`config.mk`:
```
export PLATFORM = sky130hd
export DESIGN_NAME = instr_cache_repl_ctlr
export DESIGN_NICKNAME = d
export VERILOG_FILES = /design/src/rtl/instr_cache_repl_ctlr.sv
export SDC_FILE = /design/constraint.sdc
export NUM_CORES = 1
export LEC_CHECK = 0
export CORE_MARGIN = 10
export CORE_UTILIZATION = 35
export DETAILED_ROUTE_END_ITERATION = 10
export GPL_ROUTABILITY_DRIVEN = 0
export GPL_TIMING_DRIVEN = 0
export PLACE_DENSITY = 0.72
export SYNTH_ARGS = -nofsm -noshare
export SYNTH_HDL_FRONTEND = slang
export SYNTH_SLANG_ARGS = --single-unit
```
`constraint.sdc`:
```
create_clock -name clk_i -period 1.6 [get_ports clk_i]
set_clock_uncertainty 0.05 [all_clocks]
set_input_delay 0.32 -clock clk_i [delete_from_list [all_inputs] [get_ports clk_i]]
set_output_delay 0.32 -clock clk_i [all_outputs]
set_load 0.02 [all_outputs]
```
`src/rtl/instr_cache_repl_ctlr.sv`:
```
// Instruction-cache refill controller: on a fetch miss it requests the
// aligned block from memory, forwards each returned 64-bit beat to the
// cache set as a replacement word, and pulses refill_done_o at the end.
//
// state | meaning
// ------+-----------------------------------------------------------
// IDLE  | no refill outstanding, waiting for a fetch miss
// REQ   | refill request presented to memory, waiting for ack
// FILL  | collecting return beats and writing them into the set
// DONE  | final beat on the grant port, one-cycle completion pulse
module instr_cache_repl_ctlr #(
    parameter int B     = 64,
    parameter int BEATS = B / 8
) (
    input  logic        clk_i,
    input  logic        reset_n_i,
    input  logic        ic_miss_i,
    input  logic [31:0] pc_i,
    input  logic        flush_i,
    output logic        mem_req_o,
    output logic [31:0] mem_addr_o,
    input  logic        mem_ack_i,
    input  logic        mem_rvalid_i,
    input  logic [63:0] mem_rdata_i,
    output logic        ic_repl_grant_o,
    output logic [63:0] rep_word_o,
    output logic        stall_o,
    output logic        refill_done_o
);

    localparam int          CNT_W     = $clog2(BEATS) + 1;
    localparam logic [31:0] ADDR_MASK = ~(32'(B) - 32'd1);

    typedef enum logic [1:0] {
        IDLE = 2'd0,
        REQ  = 2'd1,
        FILL = 2'd2,
        DONE = 2'd3
    } state_t;

    state_t             state;
    state_t             state_nxt;
    logic [CNT_W-1:0]   beat_cnt;
    logic               flush_pend;
    logic               beat_take;
    logic               last_beat;

    // flush_pend is bookkeeping only: a flush during the refill never aborts
    // it, so nothing downstream consumes the flag yet.
    logic unused_flush_pend;
    assign unused_flush_pend = flush_pend;

    assign beat_take = (state == FILL) && mem_rvalid_i;
    assign last_beat = beat_take && (beat_cnt == CNT_W'(BEATS - 1));

    // State register
    always_ff @(posedge clk_i or negedge reset_n_i) begin
        if (!reset_n_i) begin
            state <= IDLE;
        end else begin
            state <= state_nxt;
        end
    end

    // Next-state logic; an ack beats a same-cycle flush in REQ
    always_comb begin
        state_nxt = state;
        case (state)
            IDLE: if (ic_miss_i && !flush_i) state_nxt = REQ;
            REQ: begin
                if (mem_ack_i)    state_nxt = FILL;
                else if (flush_i) state_nxt = IDLE;
            end
            FILL: if (last_beat) state_nxt = DONE;
            DONE: state_nxt = IDLE;
            default: state_nxt = IDLE;
        endcase
    end

    // Outputs decoded straight from state
    always_comb begin
        mem_req_o     = (state == REQ);
        refill_done_o = (state == DONE);
        stall_o       = (state != IDLE);
    end

    // Refill address capture, block-aligned, held until the next miss
    always_ff @(posedge clk_i or negedge reset_n_i) begin
        if (!reset_n_i) begin
            mem_addr_o <= '0;
        end else if (state == IDLE && ic_miss_i && !flush_i) begin
            mem_addr_o <= pc_i & ADDR_MASK;
        end
    end

    // Beat forwarding: one grant per accepted beat, word held across gaps
    always_ff @(posedge clk_i or negedge reset_n_i) begin
        if (!reset_n_i) begin
            ic_repl_grant_o <= 1'b0;
            rep_word_o      <= '0;
            beat_cnt        <= '0;
        end else begin
            ic_repl_grant_o <= beat_take;
            if (beat_take) begin
                rep_word_o <= mem_rdata_i;
                beat_cnt   <= beat_cnt + CNT_W'(1);
            end else if (state == REQ && mem_ack_i) begin
                beat_cnt <= '0;
            end
        end
    end

    // Remember a flush that arrived once the refill was committed
    always_ff @(posedge clk_i or negedge reset_n_i) begin
        if (!reset_n_i) begin
            flush_pend <= 1'b0;
        end else if (state == DONE) begin
            flush_pend <= 1'b0;
        end else if (flush_i && ((state == REQ && mem_ack_i) || state == FILL)) begin
            flush_pend <= 1'b1;
        end
    end

endmodule

```
Yosys cells after proc, flatten, opt, wreduce, memory -nomap -nowiden
Cells that the tools add are included.
{"block": "totals", "ff_bits": 97, "latch_bits": 0, "mem_bits_rw": 0, "mem_bits_ro": 0, "input_bits": 102, "out_inout_bits": 100, "word_cells": 31, "memories": 0}
{"block": "classes", "addsub": 1, "mul": 0, "n_div": 0, "magnitude_cmp": 0, "n_eq_ne": 7, "n_shift": 0, "mux": 7, "n_bitwise": 0, "n_reduce_logical": 11}
{"operator": "$mux 2", "n": 4}
{"operator": "$mux 4", "n": 2}
{"operator": "$pmux 2 s4", "n": 1}
{"operator": "$logic_and 1x1->1", "n": 6}
{"operator": "$add 4x1->4 const B", "n": 1}
{"operator": "$eq 2x2->1 const B", "n": 2}
{"operator": "$eq 4x3->1 const B", "n": 1}
{"operator": "$ne 2x2->1 const B", "n": 2}
{"operator": "$reduce_bool 2->1", "n": 2}
{"operator": "$ne 3x2->1 const B", "n": 1}
{"operator": "$reduce_and 3->1", "n": 1}
{"operator": "$eq 2x1->1 const B", "n": 1}
{"operator": "$logic_not 2->1", "n": 1}
{"operator": "$logic_not 1->1", "n": 1}

Longest topological paths before layout
{"block": "logic_depth", "word_depth": 5, "mapped_depth": 7, "ltp_nobuf": 4}

Worst setup path before layout
No wires, ideal clock.
{"block": "synth_timing", "kind": "register to register", "startpoint": "reg (tool-made name)", "endpoint": "reg mem_addr_o[11]", "setup_ps": 127, "t_arrival_ps": 1498, "t_required_ps": 1423, "path_slack_ps": -76, "stages_incl_launch_ff": 5, "path_buffers": 2, "synth_period_minus_slack_ps": 1676, "cell_sequence": "dfrtp_1 -> buf_2 -> nor4b_4 -> buf_6 -> mux2_1"}
{"item": "to (signal assigned)", "line_no": "92", "source": "mem_addr_o <= pc_i & ADDR_MASK;"}
{"item": "to (decl)", "line_no": "21", "source": "output logic [31:0] mem_addr_o,"}

Final worst setup path
{"block": "layout_timing", "startpoint": "reg state[0]", "endpoint": "out stall_o"}
{"block": "layout_between", "elab_chain_cells": 1}
{"item": "from (decl)", "line_no": "41", "source": "state_t state;"}
{"item": "from (signal assigned)", "line_no": "61", "source": "state <= state_nxt;"}
{"item": "$reduce_bool 2->1", "line_no": "84", "source": "stall_o = (state != IDLE);"}
{"item": "to (decl)", "line_no": "27", "source": "output logic stall_o,"}
No other way between the ends.

==> impl_metrics.json <==
{
  "grt_max_degree": 60,
  "final-max-slew-violation-count": 0,
  "power.leakage_uw": 0.00320,
  "timing.hold.worst_path_depth": 2,
  "gr-usage-all-layers": 0.140,
  "critical_path_arrival_ns": 1.22,
  "cts-root-buf": "clkbuf_8",
  "maximum_level_of_the_cts_h_tree": 3,
  "drc_violation_count_after_routing": 0,
  "synth_top_family_by_area": "simple AND/OR/NAND/NOR gates",
  "start_util": 0.361,
  "max_cap_violations": 0,
  "tritoncts": "built",
  "placement.io_buffers": 189,
  "synth.largest_area_cell": "dfrtp_1",
  "cp_common_cell": "buf_6",
  "period_minus_slack_ns": 1.59,
  "synthMuxAreaShare": 0.0832,
  "synth_seq_cells": 97,
  "ys_seq_area_frac": 0.645,
  "diodes": 0,
  "post_dp_hpwl_um": 8880,
  "path_buf_inv": 2,
  "power_uw": 11100,
  "worst-path-max-fanout": 8,
  "synth_flop_type": "dfrtp_1",
  "number_of_global_route_vias_before_repair": 3231,
  "fin_crit_sh": 0.994,
  "first_iter_violations": 104,
  "yosysTopAreaCellShare": 0.645,
  "min_path_type": "register to register",
  "post-synth-top-count-cell": "nand2_1",
  "synth-simple-area-share": 0.217,
  "synth_enable_flop_cells": 0,
  "timing.critical_path.slowest_cell_delay_ns": 0.38,
  "fraction_of_final_layout_cells_sized_beyond_drive_strength_1": 0.125,
  "cpMaxStageDelayCell": "dfrtp_1",
  "vias": 3164,
  "timing.critical_path.to_type": "primary output",
  "global_route.overflow_total": 0,
  "synth-xor-area-share": 0,
  "final_antenna_net_count": 0,
  "synthesis.instances": 364,
  "drt-wirelength-per-cell_um": 15.8,
  "clock_sinks": 97,
  "synth.lib_cells_used.distinct": 28,
  "critPathRequiredTime_ns": 1.23,
  "rows": 37,
  "synth_compound_area_frac": 0.0106,
  "floorplan.core_area_mm2": 0.0104,
  "drt_pass1_iterations": 5,
  "async_reset_ff_frac": 1.00,
  "totalWireLength_um": 11400,
  "top_level_ports": 202,
  "detailed_place.area_mm2": 0.00587,
  "worst_path_dominant_cell_family": "flip-flops",
  "cts_inserted_buffers": 9,
  "die_width_um": 124,
  "ir_drop_v": 0.000770,
  "ff2ff_path_depth": 5,
  "cellPowerDensity_mw_per_mm2": 1800,
  "synth_top_cells_by_area": "dfrtp_1, nand2_1, mux2_1",
  "clkSlewWorstSetupHoldPaths_ns": 0.08,
  "criticalPathCategory": "register to primary output",
  "grt_first_pass_wirelength_um": 17100,
  "antenna_found_initial": 0,
  "postLayoutCoreUtil": 0.593,
  "synthesis.area_mm2": 0.00376,
  "clock_latency_ns": 0.33,
  "outcome": "completed",
  "timing.final.hold_violations": 0,
  "rsz0062_at_grt": "true",
  "critical_path.cell_chain": "buf_6 -> or2_4 -> buf_6",
  "floorplan.die_area_mm2": 0.0153,
  "start_kind": "register",
  "setup_viol": 0,
  "worst_hold_path.endpoint": "rep_word_o[44]$_DFFE_PN0P_",
  "chipHeight_um": 124,
  "cts-root-to-sink-buffers": 2,
  "routed_via_density": 4.38,
  "max_freq_mhz": 629,
  "synth_adder_area_share": 0.00333,
  "yosysWarningCount": 0,
  "finish.net_count": 685,
  "netlist_top_cells_count": "nand2_1, dfrtp_1, mux2_1",
  "syn_avg_cell_area_um2": 10.3,
  "final_area_mm2": 0.00618,
  "critical_path.reg2reg.endpoint": "mem_addr_o[21]$_DFFE_PN0P_",
  "startpoint_of_the_tightest_hold_check_path": "rep_word_o[44]$_DFFE_PN0P_",
  "reg2reg_slack_ns": 0.02,
  "synth_to_final_area_change_pct": 64.3
}
## state kept, by name, indices dropped and copies added, names as in the netlist, named ones only
signal,cells
state,1
rep_word_o,64
ic_repl_grant_o,1
mem_addr_o,26
beat_cnt,4
## worst max path at each step
stage                              start                         end  slack [ns]  cells past startpoint
finish              state[0]$_DFFE_PN0P_                     stall_o       0.009                      3
global route        state[0]$_DFFE_PN0P_                     stall_o       -0.04                      3
CTS                             register                     stall_o       -0.02                      3
detailed placement               flush_i  mem_addr_o[17]$_DFFE_PN0P_       -0.60                      4
global placement               reset_n_i  rep_word_o[47]$_DFFE_PN0P_       -3.44                      1
floorplan           state[0]$_DFFE_PN0P_  mem_addr_o[11]$_DFFE_PN0P_       -0.05                      4
## placed cells by master, fill, tap and decap left out, types with 5 or more instances in the layout
cell             Yosys  final
buf_6                2      8
mux2_1              20     11
mux2_4               0     10
conb_1               1      6
clkbuf_2             0      5
dlygate4sd2_1        0     91
clkbuf_8             0     10
mux2_2               6      5
clkdlybuf4s50_1      0     94
nand2_1            193    193
buf_4                6     19
dfrtp_1             97     97
## metal layers
metal	wire, um	vias up	track usage	share of wire
met4	127	0	0.0306	0.011
met1	4380	1479	0.154	0.38
li1	-	1555	-	-
met5	0	-	0	0
met2	5600	121	0.238	0.49
met3	1300	9	0.0729	0.11
## cell families (layout without fill, tap and decap cells)
kind of cell / Yosys count / after routing
adders and majority gates: 1 / 1
and+or+nand+nor: 204 / 204
muxes: 28 / 28
other: 1 / 6
buffers and inverters: 27 / 244
AOI/OAI and AO/OA: 6 / 6
DFF: 97 / 97
## tightest hold or removal path, cell delays in order (launching register included)
cell     delay [ns]
dfrtp_1        0.34
nand2_1        0.05
nand2_1        0.05
## metrics by stage
stage	setup WS [ns]	instances	hold WS [ns]	setup TNS (ns)
global placement	-3.44	694	0.402	-365.76
floorplan	-0.0474	369	-0.0256	-0.948
global route	-0.0428	722	0.418	-0.165
finish	0.00913	722	0.419	0
CTS	-0.0183	715	0.417	-0.0183
detailed placement	-0.596	695	0.273	-34.05
## final cells by class
| class | count | area (um^2) |
|---|---|---|
| Inverter | 3 | 12.5 |
| Clock inverter | 4 | 53.8 |
| Tap cell | 136 | 170 |
| Buffer | 23 | 198 |
| Fill cell | 921 | 4240 |
| Multi-Input combinational cell | 245 | 1250 |
| Clock buffer | 11 | 141 |
| Timing Repair Buffer | 203 | 1930 |
| Sequential cell | 97 | 2430 |
## where the power goes
| group | internal, uW | switching, uW |
|---|---|---|
| logic | 2280 | 3120 |
| clock network | 761 | 786 |
| registers | 3600 | 554 |
| total | 6650 | 4460 |
## repair_timing
item,4_1_cts,5_1_grt
endpoints found under the setup margin,180,83
setup buffers,5,6
pin swaps,2,2
hold endpoints to repair,38,0
hold buffers,1,0
resized for setup,119,34
gates cloned,0,1
Power figures use the tool's default switching activity.
